`src/rtl/switch_io_port_if.sv`:
```
// Processor load/store bus as seen by a memory-mapped peripheral.
// The master drives the address, write data and store strobe. The slave returns a combinational hit and read data.
interface switch_io_port_if;
  logic [31:0] addr;
  logic [31:0] wdata;
  logic        mem_write;
  logic [31:0] rdata;
  logic        hit;

  modport master (output addr, output wdata, output mem_write, input rdata, input hit);
  modport slave  (input addr, input wdata, input mem_write, output rdata, output hit);
endinterface

```
`src/rtl/switch_io_port.sv`:
```
// Switch input port: synchronise, debounce, expose as read-only registers plus a sticky change status.
// Reads are combinational with zero latency; a switch change reaches deb DEBOUNCE_CYCLES+3 edges after first sample; no backpressure.
module switch_io_port #(
  parameter logic [31:0] BASE_ADDR       = 32'h0000_0100,
  parameter int          DEBOUNCE_CYCLES = 16,
  parameter int          CNT_W           = 20
) (
  input  logic                clk,
  input  logic                reset,
  input  logic [3:0]          switches_num1,
  input  logic [3:0]          switches_num2,
  input  logic [1:0]          switches_op,
  switch_io_port_if.slave     bus,
  output logic                changed
);

  localparam logic [CNT_W-1:0] CNT_MAX = CNT_W'(DEBOUNCE_CYCLES - 1);

  logic [9:0]       r_s1, r_s2, r_cand, r_deb;
  logic [CNT_W-1:0] r_cnt;
  logic             r_changed;
  logic [7:0]       r_chg_cnt;

  logic [9:0]  w_raw;
  logic [31:0] w_off;
  logic        w_hit;
  logic        w_stable;
  logic        w_commit;
  logic        w_wr_status;
  logic        w_changed_nxt;
  logic [7:0]  w_chg_base;
  logic [7:0]  w_chg_cnt_nxt;
  logic        w_unused;

  assign w_raw = {switches_op, switches_num2, switches_num1};

  // Offset compare works for any word-aligned base, not only 16-byte aligned ones.
  assign w_off = bus.addr - BASE_ADDR;
  assign w_hit = (w_off[31:4] == 28'd0) && (w_off[1:0] == 2'b00);

  assign w_stable    = (r_cnt == CNT_MAX) && (r_deb == r_cand);
  assign w_commit    = (r_s2 == r_cand) && (r_cnt == CNT_MAX) && (r_deb != r_cand);
  assign w_wr_status = bus.mem_write && w_hit && (w_off[3:2] == 2'd3);

  // A commit overrides a same-cycle clear on each field independently.
  always_comb begin
    w_changed_nxt = r_changed;
    if (w_wr_status && bus.wdata[0]) w_changed_nxt = 1'b0;
    if (w_commit)                    w_changed_nxt = 1'b1;
    w_chg_base    = (w_wr_status && bus.wdata[1]) ? 8'd0 : r_chg_cnt;
    w_chg_cnt_nxt = w_commit ? (w_chg_base + 8'd1) : w_chg_base;
  end

  always_ff @(posedge clk or negedge reset) begin
    if (!reset) begin
      r_s1      <= '0;
      r_s2      <= '0;
      r_cand    <= '0;
      r_deb     <= '0;
      r_cnt     <= CNT_MAX;
      r_changed <= 1'b0;
      r_chg_cnt <= 8'd0;
    end else begin
      r_s1 <= w_raw;
      r_s2 <= r_s1;
      if (r_s2 != r_cand) begin
        r_cand <= r_s2;
        r_cnt  <= '0;
      end else if (r_cnt == CNT_MAX) begin
        if (r_deb != r_cand) r_deb <= r_cand;
      end else begin
        r_cnt <= r_cnt + CNT_W'(1);
      end
      r_changed <= w_changed_nxt;
      r_chg_cnt <= w_chg_cnt_nxt;
    end
  end

  always_comb begin
    bus.rdata = 32'd0;
    if (w_hit) begin
      case (w_off[3:2])
        2'd0:    bus.rdata = {28'd0, r_deb[3:0]};
        2'd1:    bus.rdata = {28'd0, r_deb[7:4]};
        2'd2:    bus.rdata = {30'd0, r_deb[9:8]};
        default: bus.rdata = {16'd0, r_chg_cnt, 6'd0, w_stable, r_changed};
      endcase
    end
  end

  assign bus.hit  = w_hit;
  assign changed  = r_changed;
  assign w_unused = ^bus.wdata[31:2];

endmodule

```
`src/flat_wrapper.sv`:
```
// flat-port wrapper written by rule: the top's interface ports become plain ports
module switch_io_port_flat 
#(
  parameter logic [31:0] BASE_ADDR       = 32'h0000_0100,
  parameter int          DEBOUNCE_CYCLES = 16,
  parameter int          CNT_W           = 20
)
  (clk, reset, switches_num1, switches_num2, switches_op, changed, bus_addr, bus_wdata, bus_mem_write, bus_rdata, bus_hit);
  switch_io_port_if bus_i ();
  input  logic clk;
  input  logic reset;
  input  logic [3:0] switches_num1;
  input  logic [3:0] switches_num2;
  input  logic [1:0] switches_op;
  output logic changed;
  input wire logic [$bits(bus_i.addr)-1:0] bus_addr;
  input wire logic [$bits(bus_i.wdata)-1:0] bus_wdata;
  input wire logic [$bits(bus_i.mem_write)-1:0] bus_mem_write;
  output wire logic [$bits(bus_i.rdata)-1:0] bus_rdata;
  output wire logic [$bits(bus_i.hit)-1:0] bus_hit;
  assign bus_i.addr = bus_addr;
  assign bus_i.wdata = bus_wdata;
  assign bus_i.mem_write = bus_mem_write;
  assign bus_rdata = bus_i.rdata;
  assign bus_hit = bus_i.hit;
  switch_io_port #(.BASE_ADDR(BASE_ADDR), .DEBOUNCE_CYCLES(DEBOUNCE_CYCLES), .CNT_W(CNT_W)) u_core (.clk(clk), .reset(reset), .switches_num1(switches_num1), .switches_num2(switches_num2), .switches_op(switches_op), .bus(bus_i), .changed(changed));
endmodule
```
`config.mk`:
```
export PLATFORM = sky130hd
export DESIGN_NAME = switch_io_port_flat
export DESIGN_NICKNAME = d
export VERILOG_FILES = /design/src/rtl/switch_io_port_if.sv /design/src/rtl/switch_io_port.sv /design/src/flat_wrapper.sv
export SDC_FILE = /design/constraint.sdc
export NUM_CORES = 1
export LEC_CHECK = 0
export CORE_AREA = 5 5 89 99
export CTS_CLUSTER_DIAMETER = 100
export DETAILED_ROUTE_END_ITERATION = 10
export DIE_AREA = 0 0 94 104
export PLACE_DENSITY = 0.78
export SYNTH_ARGS = -nofsm -noshare
export SYNTH_HDL_FRONTEND = slang
export SYNTH_SLANG_ARGS = --single-unit
```
`constraint.sdc`:
```
create_clock -name clk -period 4.1 [get_ports clk]
set_input_delay 0.82 -clock clk [delete_from_list [all_inputs] [get_ports clk]]
set_output_delay 0.82 -clock clk [all_outputs]
set_load 0.05 [all_outputs]
```
# After elaboration in Yosys (flattened, before gate mapping)
# Index checks and enable logic that the tools add are counted.
[totals]
ff_bits = 69
out_inout_bits = 34
[op_classes]
add_sub_neg = 3
n_eq_ne = 9
mux = 8
n_bitwise = 1
n_reduce_logical = 13
[op_table]
columns = ["cell", "n"]
rows = [
  ["16-bit case mux with 3 select lines", 1],
  ["20-bit 2-to-1 mux", 2],
  ["32-bit 2-to-1 mux", 1],
  ["32-bit by 9-bit subtractor with 32-bit output (second input constant)", 1],
  ["28-bit zero test", 1],
  ["20-bit by 1-bit adder with 20-bit output (second input constant)", 1],
  ["10-bit equality test", 2],
  ["20-bit by 4-bit equality test with 1-bit output (second input constant)", 1],
  ["10-bit != test", 2],
  ["8-bit 2-to-1 mux", 2],
  ["8-bit by 1-bit adder with 8-bit output (second input constant)", 1],
  ["1-bit logical AND", 8],
  ["2-bit equality test (second input constant)", 2],
  ["2-bit zero test", 2],
  ["3-bit AND reduction", 1],
  ["2-bit by 1-bit equality test with 1-bit output (second input constant)", 1],
  ["1-bit 2-to-1 mux", 2],
  ["2-bit by 1-bit != test with 1-bit output (second input constant)", 1],
  ["2-bit nonzero test", 1],
  ["1-bit NOT", 1],
]

# Longest topological paths before layout
# Gate-level depths: netlist of the first run.
[logic_depth]
depth_word = 9
depth_mapped = 11
depth_no_buf = 11

# Least setup slack after synthesis of the first run
# OpenSTA, ideal clock, no wires.
[synth_path]
kind = "input-to-output"
startpoint = "input bus_addr[9]"
endpoint = "output bus_rdata[11]"
arrival_ns = 3.483
required_time_ns = 3.280
path_slack_ns = -0.203
path_stages = 6
cell_sequence = "or4_4 -> nor3_2 -> nand3_1 -> o41ai_2 -> nand4_2 -> nor3_1"
[synth_via]
elab_chain_cells = 4
[synth_lines]
columns = ["item", "line_no", "source"]
rows = [
  ["from (decl)", "flat_wrapper.sv:16", "input wire logic [$bits(bus_i.addr)-1:0] bus_addr;"],
  ["32-bit by 9-bit subtractor with 32-bit output", "switch_io_port.sv:38", "assign w_off = bus.addr - BASE_ADDR;"],
  ["28-bit zero test", "switch_io_port.sv:39", "assign w_hit = (w_off[31:4] == 28'd0) && (w_off[1:0] == 2'b00);"],
  ["1-bit logical AND", "switch_io_port.sv:39", ""],
  ["32-bit 2-to-1 mux", "switch_io_port.sv:81", "if (w_hit) begin"],
  ["to (decl)", "flat_wrapper.sv:19", "output wire logic [$bits(bus_i.rdata)-1:0] bus_rdata;"],
]
# Every way passes these cells.

# Worst setup path after layout of the first run
[layout_path]
startpoint = "input bus_addr[17]"
endpoint = "output bus_rdata[13]"
# Same word-level chain as after synthesis.

==> impl_metrics.csv, run 1 <==
group,metric,value,unit
place,post-dp-hpwl,5550,um
power,p_leak,2.05,nW
clock_network,clkSlewWorstSetupHoldPaths,0.07,ns
floorplanning,die_w,94,um
setup_path,reg2reg_depth,8,
global_routing,grt_max_degree,45,
sta,final_max_slew_viol_count,0,
drt,dr_wl_met2,3980,um
drt,wl_met1,2950,um
sta,setup_viol,0,
setup_path,rrSetupSlack,1.31,ns
drt,drc,0,
final_layout,nFillCells,625,
sta,worst_slack,0.0466,ns
min_path,min_from,"u_core.r_s1[6]$_DFF_PN0_",
final_layout,stdcell_count,520,
power,power_density,285,nW/um^2
clock_network,cts_sinks,69,
final_layout,area_growth,36.0,%
clock_network,clockBufferDepth,2,
yosys,synth_area_leaders,"dfrtp_1, xor2_1, buf_4",
min_path,hold_path.class,"flop to flop",
setup_path,endpoint_kind,"output port",
drt,post_drt_wl_per_cell,14.6,um
power,irDropWorstVdd,0.212,mV
clock_network,htree_levels,3,
setup_path,crit_path_start_kind,"input pin",
yosys,ys_seq_area_share,49.8,%
yosys,synth.cell_area,3480,um^2
status,status,"completed",
place,dpl.cell_count,503,
global_routing,grt_pass1_wl,12000,um
drt,firstDrtPassIters,4,
yosys,synth_top_area_share,46.8,%
sta,tightest_slew,0.963,ns
drt,drt_iter0_drc,122,
yosys,yosys-top-cells-count,"dfrtp_1, nor2_1, xor2_1",
global_routing,grt_use_total,15.5,%
drt,routed_via_density,5.23,
floorplanning,rows,34,
yosys,yosysMostFrequentCell,"dfrtp_1",
sta,fmax,0.247,GHz
floorplanning,die_h,104,um
setup_path,crit_fanout,6,
clock_network,insertion_delay,0.34,ns
min_path,min_to,"u_core.r_s2[6]$_DFF_PN0_",
yosys,async_reset_ff_share,100,%
clock_network,cts_buffers,9,
final_layout,diodes,0,
drt,met3_length,462,um
yosys,synth_seq_cells,69,
floorplanning,ios,111,
drt,drt-total-wl,7570,um
sta,finalHoldWorstSlack,0.352,ns
sta,min_period,4.05,ns
yosys,ys.flop_type,"dfrtp_1",
drt,ant_nets,0,
sta,maxSlewHeadroom,35.8,%
setup_path,critical_path_class,"input pin to output port",
clock_network,cts_tree,"built",
yosys,synthesis.yosys.warnings,0,
setup_path,r2r-end,"u_core.r_chg_cnt[7]$_DFF_PN0_",
floorplanning,die_area,9780,um^2
min_path,whs_path_depth,0,
global_routing,grt.overflow.total,0,
sta,post-route-period-util,98.9,%
power,total_power,0.00135,W
yosys,synth_cell_types,53,
setup_path,crit_required,3.28,ns
global_routing,antenna_found_initial,0,
floorplanning,coreArea,7740,um^2
job,max_cap_violations,0,
setup_path,timing.rr.start,"u_core.r_cand[9]$_DFFE_PN0N_",
setup_path,arrival,3.23,ns
floorplanning,start_util,44.9,%
yosys,avgSynthCellArea,10.6,um^2
clock_network,root_buffer,"clkbuf_8",
yosys,yosys.area.top_type,"dfrtp_1",
final_layout,nets,486,
sta,skew,0.0124,ns
place,pre_cts_slack,-0.222,ns
drt,dr.max_layer_used,"met4",
yosys,synthCells,329,
place,port_buffers,60,
place,place_congestion,0.779,
sta,hold_violations,0,
drt,vias,2720,
final_layout,layout-drive-gt1-share,23.5,%
global_routing,grt_pass1_vias,2779,
yosys,synth_edf_count,0,
==> flip-flops by register name, indices dropped and copies added (netlist names) <==
name	cells
u_core.r_s2	10
u_core.changed	1
u_core.r_cand	10
u_core.r_chg_cnt	8
u_core.r_deb	10
u_core.r_cnt	20
u_core.r_s1	10
==> worst max-delay path by stage <==
stage,cells after the start,from,slack [ns],to
2_1_floorplan,6,bus_addr[9],-0.20,bus_rdata[11]
3_3_place_gp,10,bus_addr[14],-0.18,bus_rdata[3]
4_1_cts,9,bus_addr[8],-0.01,bus_rdata[3]
6_report,10,bus_addr[17],0.05,bus_rdata[13]
5_1_grt,9,bus_addr[6],-0.02,bus_rdata[13]
3_5_place_dp,10,bus_addr[14],-0.22,bus_rdata[3]
==> cells by family (layout without fill, tap and decap cells) <==
logic type,Yosys count,in the layout,synth area share (%)
buffers and inverters,44,108,7.12
other,1,20,0.108
adders and majority gates,2,2,0.719
and+or+nand+nor,131,131,21.6
AOI/OAI and AO/OA,27,27,5.36
muxes,16,16,5.50
xor gates and xnor gates,39,39,9.82
DFF,69,69,49.8
==> layer usage <==
metal  vias to the layer above  track usage (%)
met1                      1329             16.2
met4                         0             7.02
met5                         -                0
met3                        17             4.78
met2                        93             27.8
li1                       1281                -
==> worst max-delay path, stage by stage <==
cell and delay [ns]:
clkdlybuf4s50_1 0.42, buf_4 0.16, or4_4 0.43, o41ai_2 0.33, and4b_2 0.32, nand4_4 0.15, buf_6 0.19, nor3_2 0.16
buf_4 0.14, buf_12 0.12
==> what timing repair did <==
item | in CTS | in global routing
setup endpoints to repair | 12 | 12
gates cloned | 0 | 0
pin swaps | 4 | 12
hold buffers | 0 | 0
buffers inserted | 2 | 0
gates resized for setup | 11 | 27
==> layout by cell type (no fill, tap or decap), drive strengths merged, types with 5 or more instances in the layout <==
master / netlist / routed
nor4: 15 / 15
nand4: 8 / 8
inv: 8 / 9
xor2: 29 / 29
nor2: 35 / 35
conb: 1 / 20
or4: 8 / 8
nor3: 8 / 8
mux2: 12 / 12
dlymetal6s2s: 0 / 8
a21oi: 5 / 5
or3: 6 / 6
and2: 8 / 8
xnor2: 10 / 10
clkdlybuf4s50: 0 / 37
buf: 21 / 38
nand3: 12 / 12
clkbuf: 15 / 10
o21ai: 8 / 8
nand2: 16 / 16
dfrtp: 65 / 65
==> metrics by stage <==
stage	util [%]	setup TNS (ns)	area (um^2)
floorplan	-	-0.814	3550
global placement	56.4	-0.575	4370
detailed placement	56.4	-0.833	4370
CTS	59.6	-0.0110	4610
global route	61.1	-0.0249	4730
finish	61.1	0	4730
==> report_power, final <==
part           internal, W  total [W]  switching (W)
combinational    0.0000590   0.000147      0.0000882
sequential        0.000696   0.000706      0.0000107
clock             0.000238   0.000494       0.000256
==> area by class of cell <==
type                            instances  area, um^2  area share (%)
Timing Repair Buffer                   84         943            19.9
Inverter                                8        30.0           0.635
Clock inverter                          6        46.3           0.978
Tap cell                              108         135            2.86
Clock buffer                           10         138            2.91
Sequential cell                        69        1730            36.6
Multi-Input combinational cell        235        1710            36.1
Note: power is estimated with default switching activity, not from simulation.
==> inputs of run 2 (changes only) <==
Settings changed: CORE_AREA 5 5 89 99 to 5 5 88 98, CTS_BUF_LIST set to sky130_fd_sc_hd__clkbuf_4 sky130_fd_sc_hd__clkbuf_8, DIE_AREA 0 0 94 104 to 0 0 93 103, HOLD_SLACK_MARGIN set to 0.1, PLACE_DENSITY 0.78 to 0.79.
==> impl_metrics.csv, run 2 (synthesis results as in run 1) <==
group,metric,value,unit
floorplanning,die_w,93,um
setup_path,crit_required,3.28,ns
place,post-dp-hpwl,5410,um
sta,hold_violations,0,
floorplanning,start_util,45.4,%
setup_path,slowest_delay,0.58,ns
sta,fmax,0.249,GHz
drt,drt-total-wl,7420,um
drt,drt_iter0_drc,127,
final_layout,layout_common_cells,"dfrtp_1, clkdlybuf4s50_1, nor2_1, xor2_1, buf_4",
global_routing,grt.busiest_layer,"met2",
sta,post-route-period-util,98.1,%
sta,final_max_slew_viol_count,0,
power,total_power,0.00141,W
global_routing,grt_use_total,15.4,%
sta,min_period,4.02,ns
clock_network,cts_sinks,69,
setup_path,path_cells,"clkdlybuf4s50_1, or4_4, nor2_4, nand3_2, o41ai_4, nand4_4, buf_8, nor3_2, buf_4, buf_12",
setup_path,cp_num_buf_inv,4,
setup_path,cp_top_family,"simple AND/OR/NAND/NOR gates",
drt,routed_via_density,5.30,
final_layout,regMostFlops,"u_core.r_cnt",
setup_path,reg2reg_depth,8,
place,place_congestion,0.832,
clock_network,htree_levels,3,
floorplanning,die_area,9580,um^2
place,port_buffers,60,
final_layout,diodes,0,
min_path,hold_path.class,"flop to flop",
setup_path,arrival,3.20,ns
global_routing,met3_usage,4.09,%
sta,maxSlewHeadroom,28.2,%
drt,post_drt_wl_per_cell,14.7,um
drt,firstDrtPassIters,4,
final_layout,nets,489,
sta,tightest_slew,1.08,ns
final_layout,largest_reg_flops,20,
drt,ant_nets,0,
global_routing,grt.overflow.total,0,
setup_path,endpoint_kind,"output port",
global_routing,grt_pass1_wl,11800,um
clock_network,cts_tree,"built",
floorplanning,die_h,103,um
clock_network,clockBufferDepth,2,
global_routing,grt_use_met2,27.7,%
setup_path,cpMaxStageDelayCell,"or4_4",
clock_network,clkSlewWorstSetupHoldPaths,0.07,ns
job,max_cap_violations,0,
clock_network,root_buffer,"clkbuf_8",
drt,vias,2677,
sta,finalHoldWorstSlack,0.349,ns
power,power_density,297,nW/um^2
power,p_leak,2.07,nW
global_routing,grt_max_degree,50,
power,irDropWorstVdd,0.226,mV
status,status,"completed",
sta,fin_setup_tns,0,ns
global_routing,grt.met1_usage,17.8,%
sta,setup_viol,0,
setup_path,cp.depth,10,
sta,skew,0.0108,ns
final_layout,layout-drive-gt1-share,24.3,%
drt,drc,0,
clock_network,cts_hold_buffers,0,
setup_path,crit_fanout,8,
floorplanning,ios,111,
final_layout,nFillCells,591,
global_routing,grt_pass1_vias,2630,
setup_path,critical_path_class,"input pin to output port",
min_path,whs_path_depth,0,
clock_network,cts_buffers,9,
floorplanning,rows,34,
floorplanning,coreArea,7660,um^2
setup_path,crit_path_start_kind,"input pin",
final_layout,layout_commonest_cell,"dfrtp_1",
clock_network,insertion_delay,0.34,ns
global_routing,antenna_found_initial,0,
final_layout,area_growth,36.7,%
## run 2: worst register-to-register path: stages (launching register included)
cell	delay, ns
dfrtp_1	0.42
xor2_1	0.17
nor4_1	0.36
nand3_1	0.13
buf_4	0.22
nand3b_1	0.28
or4_1	0.55
or3_1	0.32
a21oi_1	0.15
## run 2: final cells by class
class                   count  area (um^2)  share of cell area, %
flip-flops and latches     69         1730                   36.4
multi-input cells         235         1710                   35.9
repair buffers             87          965                   20.3
clock buffers              10          138                   2.90
well taps                  90          113                   2.37
clock inverters             6         70.1                   1.47
inverters                   8         30.0                  0.632
## run 2: worst paths after layout
check                                                  start                       endpoint  slack [ns]
worst max-delay path                            bus_addr[23]                  bus_rdata[13]        0.08
worst min-delay path                u_core.r_s1[8]$_DFF_PN0_       u_core.r_s2[8]$_DFF_PN0_        0.35
worst max register to register  u_core.r_cand[8]$_DFFE_PN0N_  u_core.r_chg_cnt[7]$_DFF_PN0_        1.42
worst min register to register      u_core.r_s1[8]$_DFF_PN0_       u_core.r_s2[8]$_DFF_PN0_        0.35
max in group asynchronous                              reset    u_core.r_deb[7]$_DFFE_PN0P_        2.56
min in group asynchronous                              reset    u_core.r_cnt[5]$_DFFE_PN0P_        0.68
## run 2: layer usage
layer	vias up	part of all wire (%)
met1	1296	41
li1	1280	-
met4	0	1.6
met5	-	0
met3	11	5.9
met2	90	52
## run 2: metrics by stage
step | cells | util [%] | setup WS (ns) | area, um^2
floorplan | 348 | - | -0.203 | 3550
global placement | 486 | 56.8 | -0.162 | 4350
detailed placement | 486 | 56.8 | -0.195 | 4350
CTS | 502 | 60.0 | 0.00654 | 4590
global route | 505 | 62.1 | -0.0494 | 4750
finish | 505 | 62.1 | 0.0778 | 4750
## run 2: power breakdown
part           internal [W]  switching, W
clock              0.000301      0.000254
combinational     0.0000602     0.0000880
sequential         0.000696     0.0000105
total               0.00106      0.000353
## run 2: repair_timing
action,in CTS,in global routing
endpoints found under the setup margin,12,12
pin swaps,1,13
gates resized for setup,8,30
setup buffers,0,3
